`src/rtl/register_file_hilo.sv`:
```
// Register file with 32 GPRs, HI/LO pair and a saturating commit counter.
// Reads are combinational with same-cycle bypass of the pending write.
`timescale 1ns/1ps
module register_file_hilo (
  input  logic        Clk,
  input  logic        Rst,
  input  logic [4:0]  ReadRegister1,
  input  logic [4:0]  ReadRegister2,
  input  logic [4:0]  WriteRegister,
  input  logic [31:0] WriteData,
  input  logic        RegWrite,
  input  logic        Move,
  input  logic        HiLoWrite,
  input  logic [31:0] HiWriteData,
  input  logic [31:0] LoWriteData,
  output logic [31:0] ReadData1,
  output logic [31:0] ReadData2,
  output logic [31:0] ReadDataHi,
  output logic [31:0] ReadDataLo,
  output logic [15:0] WriteCount
);

  logic [31:0] gpr_q [32];
  logic [31:0] hi_q;
  logic [31:0] lo_q;
  logic [15:0] writeCount_q;
  logic [15:0] writeCount_d;
  logic        commit;

  assign commit = RegWrite && Move && (WriteRegister != 5'd0);

  // Counter sticks at all-ones instead of wrapping.
  always_comb begin
    writeCount_d = writeCount_q;
    if (commit && (writeCount_q != 16'hFFFF)) begin
      writeCount_d = writeCount_q + 16'd1;
    end
  end

  always_ff @(posedge Clk or negedge Rst) begin
    if (!Rst) begin
      for (int i = 0; i < 32; i++) begin
        gpr_q[i] <= 32'd0;
      end
      hi_q         <= 32'd0;
      lo_q         <= 32'd0;
      writeCount_q <= 16'd0;
    end else begin
      if (commit) begin
        gpr_q[WriteRegister] <= WriteData;
      end
      if (HiLoWrite) begin
        hi_q <= HiWriteData;
        lo_q <= LoWriteData;
      end
      writeCount_q <= writeCount_d;
    end
  end

  always_comb begin
    ReadData1 = gpr_q[ReadRegister1];
    if (ReadRegister1 == 5'd0) begin
      ReadData1 = 32'd0;
    end else if (commit && (ReadRegister1 == WriteRegister)) begin
      ReadData1 = WriteData;
    end
  end

  always_comb begin
    ReadData2 = gpr_q[ReadRegister2];
    if (ReadRegister2 == 5'd0) begin
      ReadData2 = 32'd0;
    end else if (commit && (ReadRegister2 == WriteRegister)) begin
      ReadData2 = WriteData;
    end
  end

  assign ReadDataHi = HiLoWrite ? HiWriteData : hi_q;
  assign ReadDataLo = HiLoWrite ? LoWriteData : lo_q;
  assign WriteCount = writeCount_q;

endmodule

```
`config.mk`:
```
export PLATFORM = sky130hd
export DESIGN_NAME = register_file_hilo
export DESIGN_NICKNAME = d
export VERILOG_FILES = /design/src/rtl/register_file_hilo.sv
export SDC_FILE = /design/constraint.sdc
export NUM_CORES = 2
export LEC_CHECK = 0
export BUFFER_PORTS_ARGS = -buffer_cell sky130_fd_sc_hd__buf_4
export CORE_MARGIN = 10
export CORE_UTILIZATION = 40
export CTS_CLUSTER_DIAMETER = 50
export DETAILED_ROUTE_END_ITERATION = 16
export GPL_TIMING_DRIVEN = 0
export PLACE_DENSITY = 0.62
export SLEW_MARGIN = 20
export SYNTH_ARGS = -nofsm -noshare
export SYNTH_HDL_FRONTEND = slang
export SYNTH_SLANG_ARGS = --single-unit
```
`constraint.sdc`:
```
create_clock -name Clk -period 5.1 [get_ports Clk]
set_input_delay 1.02 -clock Clk [delete_from_list [all_inputs] [get_ports Clk]]
set_output_delay 1.02 -clock Clk [all_outputs]
set_load 0.005 [all_outputs]
```
==> flow_results.xml <==
<?xml version="1.0" encoding="UTF-8"?>
<metrics>
  <group name="yosys">
    <metric name="edff_count_synth" unit="">0</metric>
    <metric name="mappedNetlistArea" unit="um^2">58200</metric>
    <metric name="post_synth_inst_count" unit="">3967</metric>
    <metric name="yosysUniqueCellTypes" unit="">53</metric>
    <metric name="asyncSetResetFlopFracSynth" unit="%">100</metric>
    <metric name="ys_ff_latch" unit="">1104</metric>
    <metric name="synth_warnings" unit="">0</metric>
    <metric name="syn_nets" unit="">4084</metric>
    <metric name="syn_avg_cell_area" unit="um^2">14.7</metric>
    <metric name="synth.yosys.seq_area_share" unit="%">47.5</metric>
    <metric name="synthFlopType" unit="">dfrtp_1</metric>
  </group>
  <group name="timing">
    <metric name="layout_setup_ws" unit="ns">-0.180</metric>
    <metric name="slew_viol_final" unit="">0</metric>
    <metric name="relSlewSlack" unit="%">12.0</metric>
    <metric name="timing.final.hold_violations" unit="">0</metric>
    <metric name="skew" unit="ns">0.0122</metric>
    <metric name="setup_violations" unit="">33</metric>
    <metric name="maximum_clock_rate" unit="MHz">189</metric>
    <metric name="final.period_utilization" unit="%">104</metric>
    <metric name="final_period_minus_worst_setup_slack" unit="ns">5.28</metric>
    <metric name="timing_worst_slew_pin_value" unit="ns">1.32</metric>
    <metric name="setup_repair_after_global_routing_missed_its_margin" unit="">yes</metric>
  </group>
  <group name="setup_path">
    <metric name="reg2reg_slack" unit="ns">2.97</metric>
    <metric name="path_common_cell" unit="">buf_4</metric>
    <metric name="worstPathCellList" unit="">buf_4 -&gt; clkinv_1 -&gt; clkbuf_1 -&gt; clkdlybuf4s15_2 -&gt; nand3_1 -&gt; a32oi_1 -&gt; o21ai_1 -&gt; buf_4</metric>
    <metric name="crit_path_max_fanout" unit="">10</metric>
    <metric name="worst_reg2reg_path_length_in_cells" unit="">7</metric>
    <metric name="timing.critical_path.slowest_cell_delay" unit="ns">0.95</metric>
    <metric name="r2r_start" unit="">WriteCount[7]</metric>
    <metric name="critical_path_required" unit="ns">4.08</metric>
    <metric name="crit_slowest_cell" unit="">clkbuf_1</metric>
    <metric name="worstReg2RegEnd" unit="">WriteCount[6]</metric>
    <metric name="worstSetupPathType" unit="">primary input to primary output</metric>
    <metric name="setup.worst_path.start_class" unit="">primary input</metric>
    <metric name="setup.worst_path.end_class" unit="">primary output</metric>
    <metric name="arrival_time_worst_endpoint" unit="ns">4.26</metric>
  </group>
  <group name="clock_network">
    <metric name="tritoncts_num_sinks" unit="">1104</metric>
    <metric name="cts_made_buffers" unit="">138</metric>
    <metric name="tritoncts" unit="">yes</metric>
    <metric name="clk_pin_slew_worst_paths" unit="ns">0.06</metric>
    <metric name="ctsHtreeMaxLevel" unit="">4</metric>
    <metric name="worst_skew_late_latency" unit="ns">0.79</metric>
    <metric name="postCtsHoldBufs" unit="">0</metric>
    <metric name="maximum_count_of_clock_buffers_along_a_single_path" unit="">3</metric>
    <metric name="cts.repair_timing.setup_buffer_count" unit="">0</metric>
    <metric name="clk_root_buffer_cell" unit="">clkbuf_16</metric>
  </group>
  <group name="global_routing">
    <metric name="sum_of_overflow_across_all_layers_after_global_routing" unit="">0</metric>
    <metric name="initial_antenna_violation_count" unit="">13</metric>
    <metric name="first_pass_grt_wire_length" unit="um">351000</metric>
    <metric name="first_global_vias" unit="">42800</metric>
    <metric name="grt_max_degree" unit="">142</metric>
    <metric name="gr-usage-all-layers" unit="%">31.3</metric>
  </group>
  <group name="power">
    <metric name="vdd_drop_max" unit="mV">0.220</metric>
    <metric name="power.static_leakage" unit="uW">0.0301</metric>
    <metric name="fin_total_pwr" unit="uW">25900</metric>
    <metric name="p_per_area" unit="nW/um^2">381</metric>
  </group>
  <group name="routing">
    <metric name="ant_nets" unit="">0</metric>
    <metric name="drt_pass1_iterations" unit="">7</metric>
    <metric name="drt-vias-per-instance" unit="">6.72</metric>
    <metric name="detailroute.via_count" unit="">42900</metric>
    <metric name="remaining_design_rule_violation_count" unit="">0</metric>
    <metric name="drt-total-wl" unit="um">258000</metric>
    <metric name="dr.first_iter.drc_count" unit="">6236</metric>
    <metric name="wl_per_cell" unit="um">40.5</metric>
  </group>
  <group name="placed_design">
    <metric name="place_congestion" unit="">1.07</metric>
    <metric name="place.port_buffers" unit="">250</metric>
    <metric name="hpwl" unit="um">180000</metric>
  </group>
  <group name="cells_and_area">
    <metric name="multi_input_combinational_cell_area" unit="um^2">28600</metric>
    <metric name="commonest_non_fill_non_tap_cells_in_the_layout" unit="">dfrtp_1 (1104), mux2_2 (1010), mux4_2 (494), buf_4 (286), clkbuf_1 (238)</metric>
    <metric name="ff_latch_area" unit="um^2">27600</metric>
    <metric name="syn_to_final_growth" unit="%">16.8</metric>
    <metric name="layout.cells.most_common" unit="">dfrtp_1</metric>
    <metric name="number_of_nets_in_the_finished_design" unit="">4487</metric>
    <metric name="post-route-util" unit="%">47.2</metric>
    <metric name="fill_cells" unit="">12800</metric>
    <metric name="layout-drive-gt1-share" unit="%">49.6</metric>
  </group>
  <group name="worst_hold_path">
    <metric name="hold_path_class" unit="">primary input to async pin</metric>
  </group>
  <group name="die">
    <metric name="ioPinCount" unit="">260</metric>
    <metric name="dieWidth" unit="um">401</metric>
    <metric name="initial_utilization" unit="%">40.4</metric>
    <metric name="die_height" unit="um">401</metric>
    <metric name="die_area" unit="um^2">161000</metric>
    <metric name="floorplan_row_count" unit="">139</metric>
    <metric name="coreArea" unit="um^2">144000</metric>
  </group>
  <group name="run_status">
    <metric name="failing_checks" unit="">negative setup slack</metric>
    <metric name="outcome" unit="">finished, violations left</metric>
  </group>
  <group name="flow_run">
    <metric name="timing.max_cap.violations" unit="">0</metric>
  </group>
</metrics>
## cells in the mapped netlist (all sizes together) (4+ instances only)
library cell	n	area share (%)
nand2	182	1.2
o21ai	130	1.1
clkbuf	280	1.8
dfrtp	1104	47
buf	154	1.7
and2	17	0.18
a211oi	29	0.37
nor2	42	0.27
nor2b	19	0.20
a21oi	48	0.41
o31ai	4	0.052
mux2	1010	20
a22oi	38	0.49
nand3	41	0.35
a32oi	22	0.33
nand2b	8	0.086
a21o	4	0.052
xnor2	19	0.29
a221o	12	0.21
inv	9	0.058
a221oi	56	0.84
nor3	15	0.13
mux2i	183	3.1
o22ai	4	0.043
xor2	6	0.090
mux4	494	19
## flip-flops by register name, summed over array words and instances, names as in the netlist
| signal | cells |
|---|---|
| gpr_q | 1024 |
| hi_q | 32 |
| lo_q | 32 |
| WriteCount | 16 |
## timing repair
item,in CTS,in global routing
resized for setup,67,57
endpoints found under the hold margin,0,0
endpoints found under the setup margin,60,35
## stage by stage
stage / area [um^2] / hold WS, ns / TNS, ns / setup WS (ns) / std cells
2_1_floorplan: 58200 / 0.441 / 0 / 1.30 / 3967
3_3_place_gp: 62500 / 0.454 / - / -10.84 / 6120
3_5_place_dp: 62900 / 0.464 / -22.73 / -1.15 / 6136
4_1_cts: 67800 / 0.112 / 0 / 0.00231 / 6381
5_1_grt: 67900 / 0.137 / -0.0397 / -0.0304 / 6381
6_report: 68000 / 0.106 / -2.62 / -0.180 / 6387
## worst max-delay path by stage
stage                startpoint             to  slack [ns]
2_1_floorplan  ReadRegister1[0]  ReadData1[23]        1.30
3_3_place_gp                Rst     gpr_q[181]      -10.84
3_5_place_dp   ReadRegister2[1]  ReadData2[20]       -1.15
4_1_cts        ReadRegister2[0]  ReadData2[24]       0.002
5_1_grt        ReadRegister2[4]   ReadData2[4]       -0.03
6_report       ReadRegister1[4]  ReadData1[23]       -0.18
## cells by family (layout without fill, tap and decap cells)
logic type / Yosys count / in the layout / share of synthesized area (%)
adder cells (fa/ha/maj): 1 / 1 / 0.0215
flip-flops: 1104 / 1104 / 47.5
multiplexers: 1687 / 1687 / 41.8
other: 0 / 6 / 0
AO/OA/AOI/OAI: 360 / 360 / 4.12
buffers and inverters: 445 / 956 / 3.53
AND/OR/NAND/NOR: 345 / 345 / 2.68
XOR/XNOR: 25 / 25 / 0.376
## critical path, delay by kind of cell
kind / cells / cell delay (ns)
AOI/OAI and AO/OA: 2 / 0.49
buffers and inverters: 5 / 2.46
and+or+nand+nor: 1 / 0.23
## final cells by class
type,count,share of cell area (%)
antenna,6,0.0221
buffer,431,3.29
clock buffer,187,5.81
clock inverter,61,1.20
inverter,11,0.0608
multi-input combinational,2418,42.1
sequential,1104,40.7
tap,1903,3.50
timing repair buffer,266,3.33
## power breakdown
part	total (uW)	switching (uW)	leakage, uW	internal, uW
Clock	10400	4280	0.00233	6140
Sequential	10700	864	0.0146	9870
Combinational	4760	2400	0.0132	2360
## layer usage
metal	wire length [um]	global-route usage, %	part of all wire [%]	up-vias
met5	85	0	0.033	-
met4	19300	19.5	7.5	12
met3	36400	14.4	14	874
met2	109000	44.3	42	3170
met1	93700	38.4	36	22800
li1	-	-	-	16000
Power figures use the tool's default switching activity.
